===== src/rtl/fa_bist.sv =====
// fa_bist: built-in self test sequencer for a single-bit full adder.
// Walks all eight {a,b,cin} input combinations and holds each one for
// SETTLE cycles. It then compares the adder's {cout,sum} response with
// the arithmetic sum, counts mismatches and remembers the first failing
// vector.
`timescale 1ns/1ps

module fa_bist #(
  parameter int SETTLE = 1
) (
  input  logic       clk,
  input  logic       rst_n,
  input  logic       start,
  output logic       dut_a,
  output logic       dut_b,
  output logic       dut_cin,
  input  logic       dut_sum,
  input  logic       dut_cout,
  output logic       busy,
  output logic       done,
  output logic       pass,
  output logic [3:0] err_count,
  output logic       fail_valid,
  output logic [2:0] first_fail
);

  typedef enum logic [1:0] {
    IDLE,
    WAIT,
    CHECK,
    DONE
  } state_t;

  // The settle counter counts down from SETTLE-1 to 0, so WAIT lasts SETTLE cycles.
  localparam logic [3:0] SETTLE_RELOAD = 4'(SETTLE - 1);

  state_t     state_q, state_d;
  logic [2:0] idx_q, idx_d;
  logic [3:0] settle_q, settle_d;
  logic [3:0] err_q, err_d;
  logic       fail_valid_q, fail_valid_d;
  logic [2:0] first_fail_q, first_fail_d;

  logic [1:0] expected_sum;
  logic       mismatch;
  logic       run_active;

  // Reference sum of the three stimulus bits and the per-vector compare result.
  always_comb begin
    expected_sum = {1'b0, idx_q[2]} + {1'b0, idx_q[1]} + {1'b0, idx_q[0]};
    mismatch     = ({dut_cout, dut_sum} != expected_sum);
  end

  // Next-state and datapath update. Every register holds its value by default.
  always_comb begin
    state_d      = state_q;
    idx_d        = idx_q;
    settle_d     = settle_q;
    err_d        = err_q;
    fail_valid_d = fail_valid_q;
    first_fail_d = first_fail_q;

    case (state_q)
      IDLE, DONE: begin
        if (start) begin
          state_d      = WAIT;
          idx_d        = 3'd0;
          settle_d     = SETTLE_RELOAD;
          err_d        = 4'd0;
          fail_valid_d = 1'b0;
          first_fail_d = 3'd0;
        end
      end

      WAIT: begin
        if (settle_q == 4'd0) begin
          state_d = CHECK;
        end else begin
          settle_d = settle_q - 4'd1;
        end
      end

      CHECK: begin
        if (mismatch) begin
          err_d = err_q + 4'd1;
          if (!fail_valid_q) begin
            fail_valid_d = 1'b1;
            first_fail_d = idx_q;
          end
        end
        if (idx_q == 3'd7) begin
          state_d = DONE;
        end else begin
          idx_d    = idx_q + 3'd1;
          settle_d = SETTLE_RELOAD;
          state_d  = WAIT;
        end
      end

      default: begin
        state_d = IDLE;
      end
    endcase
  end

  // State and statistics registers with synchronous active-low reset.
  always_ff @(posedge clk) begin
    if (!rst_n) begin
      state_q      <= IDLE;
      idx_q        <= 3'd0;
      settle_q     <= 4'd0;
      err_q        <= 4'd0;
      fail_valid_q <= 1'b0;
      first_fail_q <= 3'd0;
    end else begin
      state_q      <= state_d;
      idx_q        <= idx_d;
      settle_q     <= settle_d;
      err_q        <= err_d;
      fail_valid_q <= fail_valid_d;
      first_fail_q <= first_fail_d;
    end
  end

  // Status flags and stimulus decoded from the current state and index.
  always_comb begin
    run_active = (state_q == WAIT) || (state_q == CHECK);
    busy       = run_active;
    done       = (state_q == DONE);
    pass       = (state_q == DONE) && (err_q == 4'd0);
    dut_a      = 1'b0;
    dut_b      = 1'b0;
    dut_cin    = 1'b0;
    if (run_active) begin
      dut_a   = idx_q[2];
      dut_b   = idx_q[1];
      dut_cin = idx_q[0];
    end
  end

  assign err_count  = err_q;
  assign fail_valid = fail_valid_q;
  assign first_fail = first_fail_q;

endmodule


===== config.mk =====
export PLATFORM = sky130hd
export DESIGN_NAME = fa_bist
export DESIGN_NICKNAME = d
export VERILOG_FILES = /design/src/rtl/fa_bist.sv
export SDC_FILE = /design/constraint.sdc
export NUM_CORES = 1
export LEC_CHECK = 0
export CAP_MARGIN = 20
export CORE_UTILIZATION = 50
export CTS_CLUSTER_DIAMETER = 80
export CTS_CLUSTER_SIZE = 20
export DETAILED_ROUTE_END_ITERATION = 12
export PLACE_DENSITY = 0.77
export SKIP_LAST_GASP = 1
export SLEW_MARGIN = 20
export SYNTH_ARGS = -nofsm -noshare
export SYNTH_HDL_FRONTEND = slang
export SYNTH_SLANG_ARGS = --single-unit

===== constraint.sdc =====
create_clock -name clk -period 2.8 [get_ports clk]
set_input_delay 0.56 -clock clk [delete_from_list [all_inputs] [get_ports clk]]
set_output_delay 0.56 -clock clk [all_outputs]
set_load 0.02 [all_outputs]

### Word-level counts from Yosys, hierarchy flattened

Index checks and enable logic that the tools add are counted.

| word-level totals | value |
|---|---|
| register bits after elaboration | 17 |
| input bits | 5 |
| output and inout bits | 14 |
| logic and storage cells | 56 |

| cells by class | value |
|---|---|
| add/subtract/negate cells | 5 |
| equality and inequality tests | 11 |
| muxes and demuxes | 22 |
| reductions and logical operators | 12 |

Operators by type and width:

| operator | number |
|---|---|
| $mux 4 | 4 |
| $mux 3 | 4 |
| $ne 2x2->1 const B | 6 |
| $pmux 3 s2 | 2 |
| $pmux 4 s3 | 1 |
| $reduce_and 3->1 | 3 |
| $logic_not 4->1 | 2 |
| $pmux 4 s2 | 1 |
| $mux 2 | 3 |
| $pmux 2 s3 | 1 |
| $mux 1 | 5 |
| $add 4x1->4 const B | 1 |
| $eq 2x2->1 const B | 2 |
| $reduce_and 4->1 | 1 |
| $sub 4x1->4 const B | 1 |
| $add 3x1->3 const B | 1 |
| $eq 3x3->1 const B | 1 |
| $add 1x1->2 | 1 |
| $add 2x1->2 | 1 |
| $eq 2x1->1 const B | 1 |
| $logic_not 2->1 | 1 |
| $ne 2x2->1 | 1 |
| $pmux 1 s2 | 1 |
| $reduce_and 2->1 | 1 |
| other kinds (4) | 4 |

### Longest topological paths before layout

Gate-level depths: netlist of the first run.

| depth | value |
|---|---|
| word-level depth | 5 |
| gate-level depth with buffers | 7 |
| depth with buffers taken out | 6 |

### Worst setup path after synthesis of the first run

Ideal clock, no wire load.

| timing | value |
|---|---|
| path kind | register to register |
| start | register idx_q[0] |
| end | register first_fail_q[2] (netlist: first_fail[2]) |
| setup time | 0.117 ns |
| arrival | 1.681 ns |
| data required time | 2.683 ns |
| slack | 1.002 ns |
| cell stages (with the launch flop) | 7 |
| buffers on the path | 0 |
| clock period less this slack | 1.798 ns |
| cell sequence | dfxtp_1 > inv_1 > fa_1 > xor2_2 > nand2_1 > nor3b_2 > a22o_1 |

| on the way | value |
|---|---|
| cells in the longest elaborated chain, start to end | 4 |

RTL lines:

| what | RTL line | RTL |
|---|---|---|
| start: declaration | 38 | `logic [2:0] idx_q, idx_d;` |
| start signal: assignment | 117 | `idx_q <= idx_d;` |
| $add 2x1->2 | 50 | `expected_sum = {1'b0, idx_q[2]} + {1'b0, idx_q[1]} + {1'b0, idx_q[0]};` |
| $ne 2x2->1 | 51 | `mismatch = ({dut_cout, dut_sum} != expected_sum);` |
| $ne 2x2->1 (no line) | n/a |  |
| $reduce_and 4->1 (no line) | n/a |  |
| end signal: assignment | 121 | `first_fail_q <= first_fail_d;` |
| end: declaration | 42 | `logic [2:0] first_fail_q, first_fail_d;` |

No other way between the ends.
A chain may end at the register's enable or synchronous reset.

### Final worst setup path of the first run

| timing | value |
|---|---|
| start | register state_q[0] |
| end | output dut_b |

| on the way | value |
|---|---|
| cells in the longest elaborated chain, start to end | 3 |
| elaborated cells between the ends (all ways) | 4 |
| those cells by class | 2 x eq/ne; 1 x mux; 1 x reduce/logical |

RTL lines:

| what | RTL line | RTL |
|---|---|---|
| start: declaration | 37 | `state_t state_q, state_d;` |
| start signal: assignment | 116 | `state_q <= state_d;` |
| $eq 2x1->1 / $eq 2x2->1 (equally long branches) | 127 | `run_active = (state_q == WAIT) \|\| (state_q == CHECK);` |
| $logic_or 1x1->1 (*) | 127 |  |
| $mux 1 (*) | 134 | `if (run_active) begin` |
| end: declaration | 15 | `output logic dut_b,` |

Mark *: on every way between the ends. The rest lies on a longest branch, timed or not.

==> results of run 1 <==
==> worst max-delay path by stage <==
stage               startpoint             to  slack, ns
detailed placement  state_q[0]          dut_b       0.60
floorplan             idx_q[0]  first_fail[2]       1.00
finish              state_q[0]          dut_b       0.29
global placement    state_q[0]          dut_a       0.65
global route        state_q[0]          dut_a       0.08
CTS                 state_q[0]          dut_b       0.26
==> sequential cells by signal (all words and copies together), names as in the netlist <==
| name | count |
|---|---|
| err_count | 4 |
| fail_valid | 1 |
| first_fail | 3 |
| idx_q | 3 |
| settle_q | 4 |
| state_q | 2 |
==> metal layers <==
metal	share of wire	wire (um)	GRT usage	vias up
li1	-	-	-	475
met1	0.42	920	0.229	434
met2	0.52	1130	0.380	21
met3	0.045	98	0.0723	4
met4	0.017	38	0.0833	0
met5	0	0	0	-
==> placed cells by master (no fill, tap or decap), types with 2 or more instances in the layout <==
cell type / count
or3_1: 2
nor2_1: 8
and2_2: 2
ha_1: 11
a21oi_1: 7
o31ai_1: 2
nand2_1: 7
nand2_2: 3
clkdlybuf4s50_1: 18
inv_1: 11
nand3_1: 11
a31oi_1: 2
xor2_2: 2
dfxtp_1: 17
clkbuf_4: 3
a22o_1: 5
o21ai_1: 4
a21boi_1: 2
==> metrics by stage <==
step                power (W)  cell area (um2)  cells   util  hold slack, ns
finish               0.000528             1310    169  0.654           0.486
CTS                  0.000535             1310    169  0.654           0.492
global placement     0.000397             1280    165  0.641           0.464
global route         0.000563             1310    169  0.654           0.508
floorplan            0.000367             1080    122      -           0.480
detailed placement   0.000400             1280    165  0.641           0.467
==> synth_stat cells (all sizes together) (3+ instances only) <==
master,instances
a22o,5
buf,3
and2,3
ha,11
nor2,9
dfxtp,17
nand3,12
nand2,10
inv,11
o21ai,6
a21oi,8
==> final cells by class <==
type,count,share of cell area
multi-input combinational,91,0.520
sequential,17,0.260
timing repair buffer,19,0.143
inverter,11,0.0315
tap,27,0.0258
clock buffer,4,0.0201
==> logic make-up (layout without fill, tap and decap cells) <==
| logic type | count (synthesis) | in the layout |
|---|---|---|
| AOI/OAI and AO/OA | 32 | 32 |
| muxes | 1 | 1 |
| DFF | 17 | 17 |
| buffers and inverters | 14 | 34 |
| xor gates and xnor gates | 2 | 2 |
| adders and majority gates | 12 | 12 |
| and+or+nand+nor | 44 | 44 |
==> report_power, final <==
part / internal [W] / switching (W)
logic: 0.0000573 / 0.0000809
registers: 0.000248 / 0.00000742
clock network: 0.0000556 / 0.0000791
total: 0.000361 / 0.000167
==> results.md, run 1 <==
* Status: finished clean
* Post-Synth Simple-Gate Area at 0.225
* Synth area leaders: dfxtp_1 31%, ha_1 13%, nand3_1 5.1%
* Yosys reg bits at 17
* Hold depth at 1
* Vias in the first global route at 918
* Compound-cell area share of the yosys netlist at 0.207
* Largest family of logic cells by synthesized area: simple AND/OR/NAND/NOR gates
* Clock slew at reported path FFs at 0.10 ns
* # rows at 16
* Multi-input gate area at 681 um2
* Mux cell area share after synthesis at 0.0208
* Lkg Pwr at 0.490 nW
* Hold endpoint: first_fail[2]
* Main flop type after synthesis: dfxtp_1
* Cts hold-fix bufs at 0
* Post-layout minimum cycle time at 2.51 ns
* Mapped cell area at 1080 um2
* Final setup margin at 0.288 ns
* First-pass GRT wire length at 3.85 mm
* Slew Viols, Final at 0
* ANT cells at 0
* I/O Pins at 19
* Pwr dens at 403 nW/um2
* # fillers at 182
* Drt pass-1 iters at 4
* Starting density of the core at 0.541
* CP cell instances: inv_1, ha_1, nor2_1, clkdlybuf4s50_1
* Layout cells sized above 1 at 0.127
* Die Wd at 48.6 um
* Critical R2R Launch: idx_q[0]
* Core Area at 2000 um2
* Vias per inst at 5.53
* Min-Delay Path Class: reg2reg
* Ys async rst share at 0
* R2R Setup Slk at 0.77 ns
* Max stage delay on crit path at 0.61 ns
* H-tree levels at 1
* Root buf cell: clkbuf_4
* DR vias at 934
* Cell count after synthesis at 122
* Worst path slowest cell: clkdlybuf4s50_1
* Seq/Total Area, Yosys at 0.314
* Stages on worst setup path at 4
* DIE HEIGHT at 48.6 um
* RR Endpoint: first_fail[1]
* Setup Skew at 0.00234 ns
* IO Port Bufs at 18
* Critical path arrival at 1.95 ns
* Gr usage total at 0.213
* Final period utilization at 0.897
* Routability congestion estimate at 0.759
* Initial antenna violation count at 0
* Layout Nets at 160
* R2r worst-path depth at 6
* CTS Buf Count at 3
* Post-DRT Antenna Nets at 0
* RSZ-0062 raised after global routing: false
* F_max at 398 MHz
* Detailed Route WL at 2.19 mm
* Final hold vios at 0
* Yosys top cell area share at 0.314
* WL per Instance at 12.9 um
* Setup tns final at 0 ns
* Crit. End Element: output pin
* Post-CTS Setup Repair Bufs at 0
* Net Count, Synth at 139
* Synth warn at 0
* DR DRC count at 0
* Worst slew margin at 0.604
* CTS tree: yes
* Max clock buf depth at 2
* Post-DP HPWL at 1.71 mm
* Synth unique cells at 41
* Iter 0 DRT Violations at 10
* Bufs and invs on worst path at 2
* FF/Latch Area at 340 um2
* EDFF count, synth at 0
* Setup Viol. Count Final at 0
* Largest net degree at the start of global routing at 17
* Maxcap violations at 0
* XOR/XNOR share of the synthesized area at 0.0300
* Maximum vdd drop at 0.240 mV
* Worst slack, placed at 0.598 ns
* Die area at 2360 um2
* Area grow syn2layout at 20.9%
* Critical path required time at 2.24 ns
* Mean Syn Cell Area at 8.88 um2
* Crit path kind: reg2out
* GRT Residual Overflow at 0
* Worst skew pair latency at 0.30 ns
* Critical path startpoint category: register
* Synth Area in Adders at 0.145
* Min-delay src: first_fail[2]
* Cts repair resizes at 0
* Total clock sinks at 17
* Crit Path Max Fanout at 7
* Yosys top cell by area: dfxtp_1
* CP delay by family, top: buffers and inverters
* Worst-Margin Slew at 0.594 ns
(Power assumes the default switching activity.)
==> run 2: changes to the inputs <==
CTS_CLUSTER_DIAMETER = 120   (was 80)
==> results of run 2 <==
Final layout, timing and power as in run 1 (identical DEF).
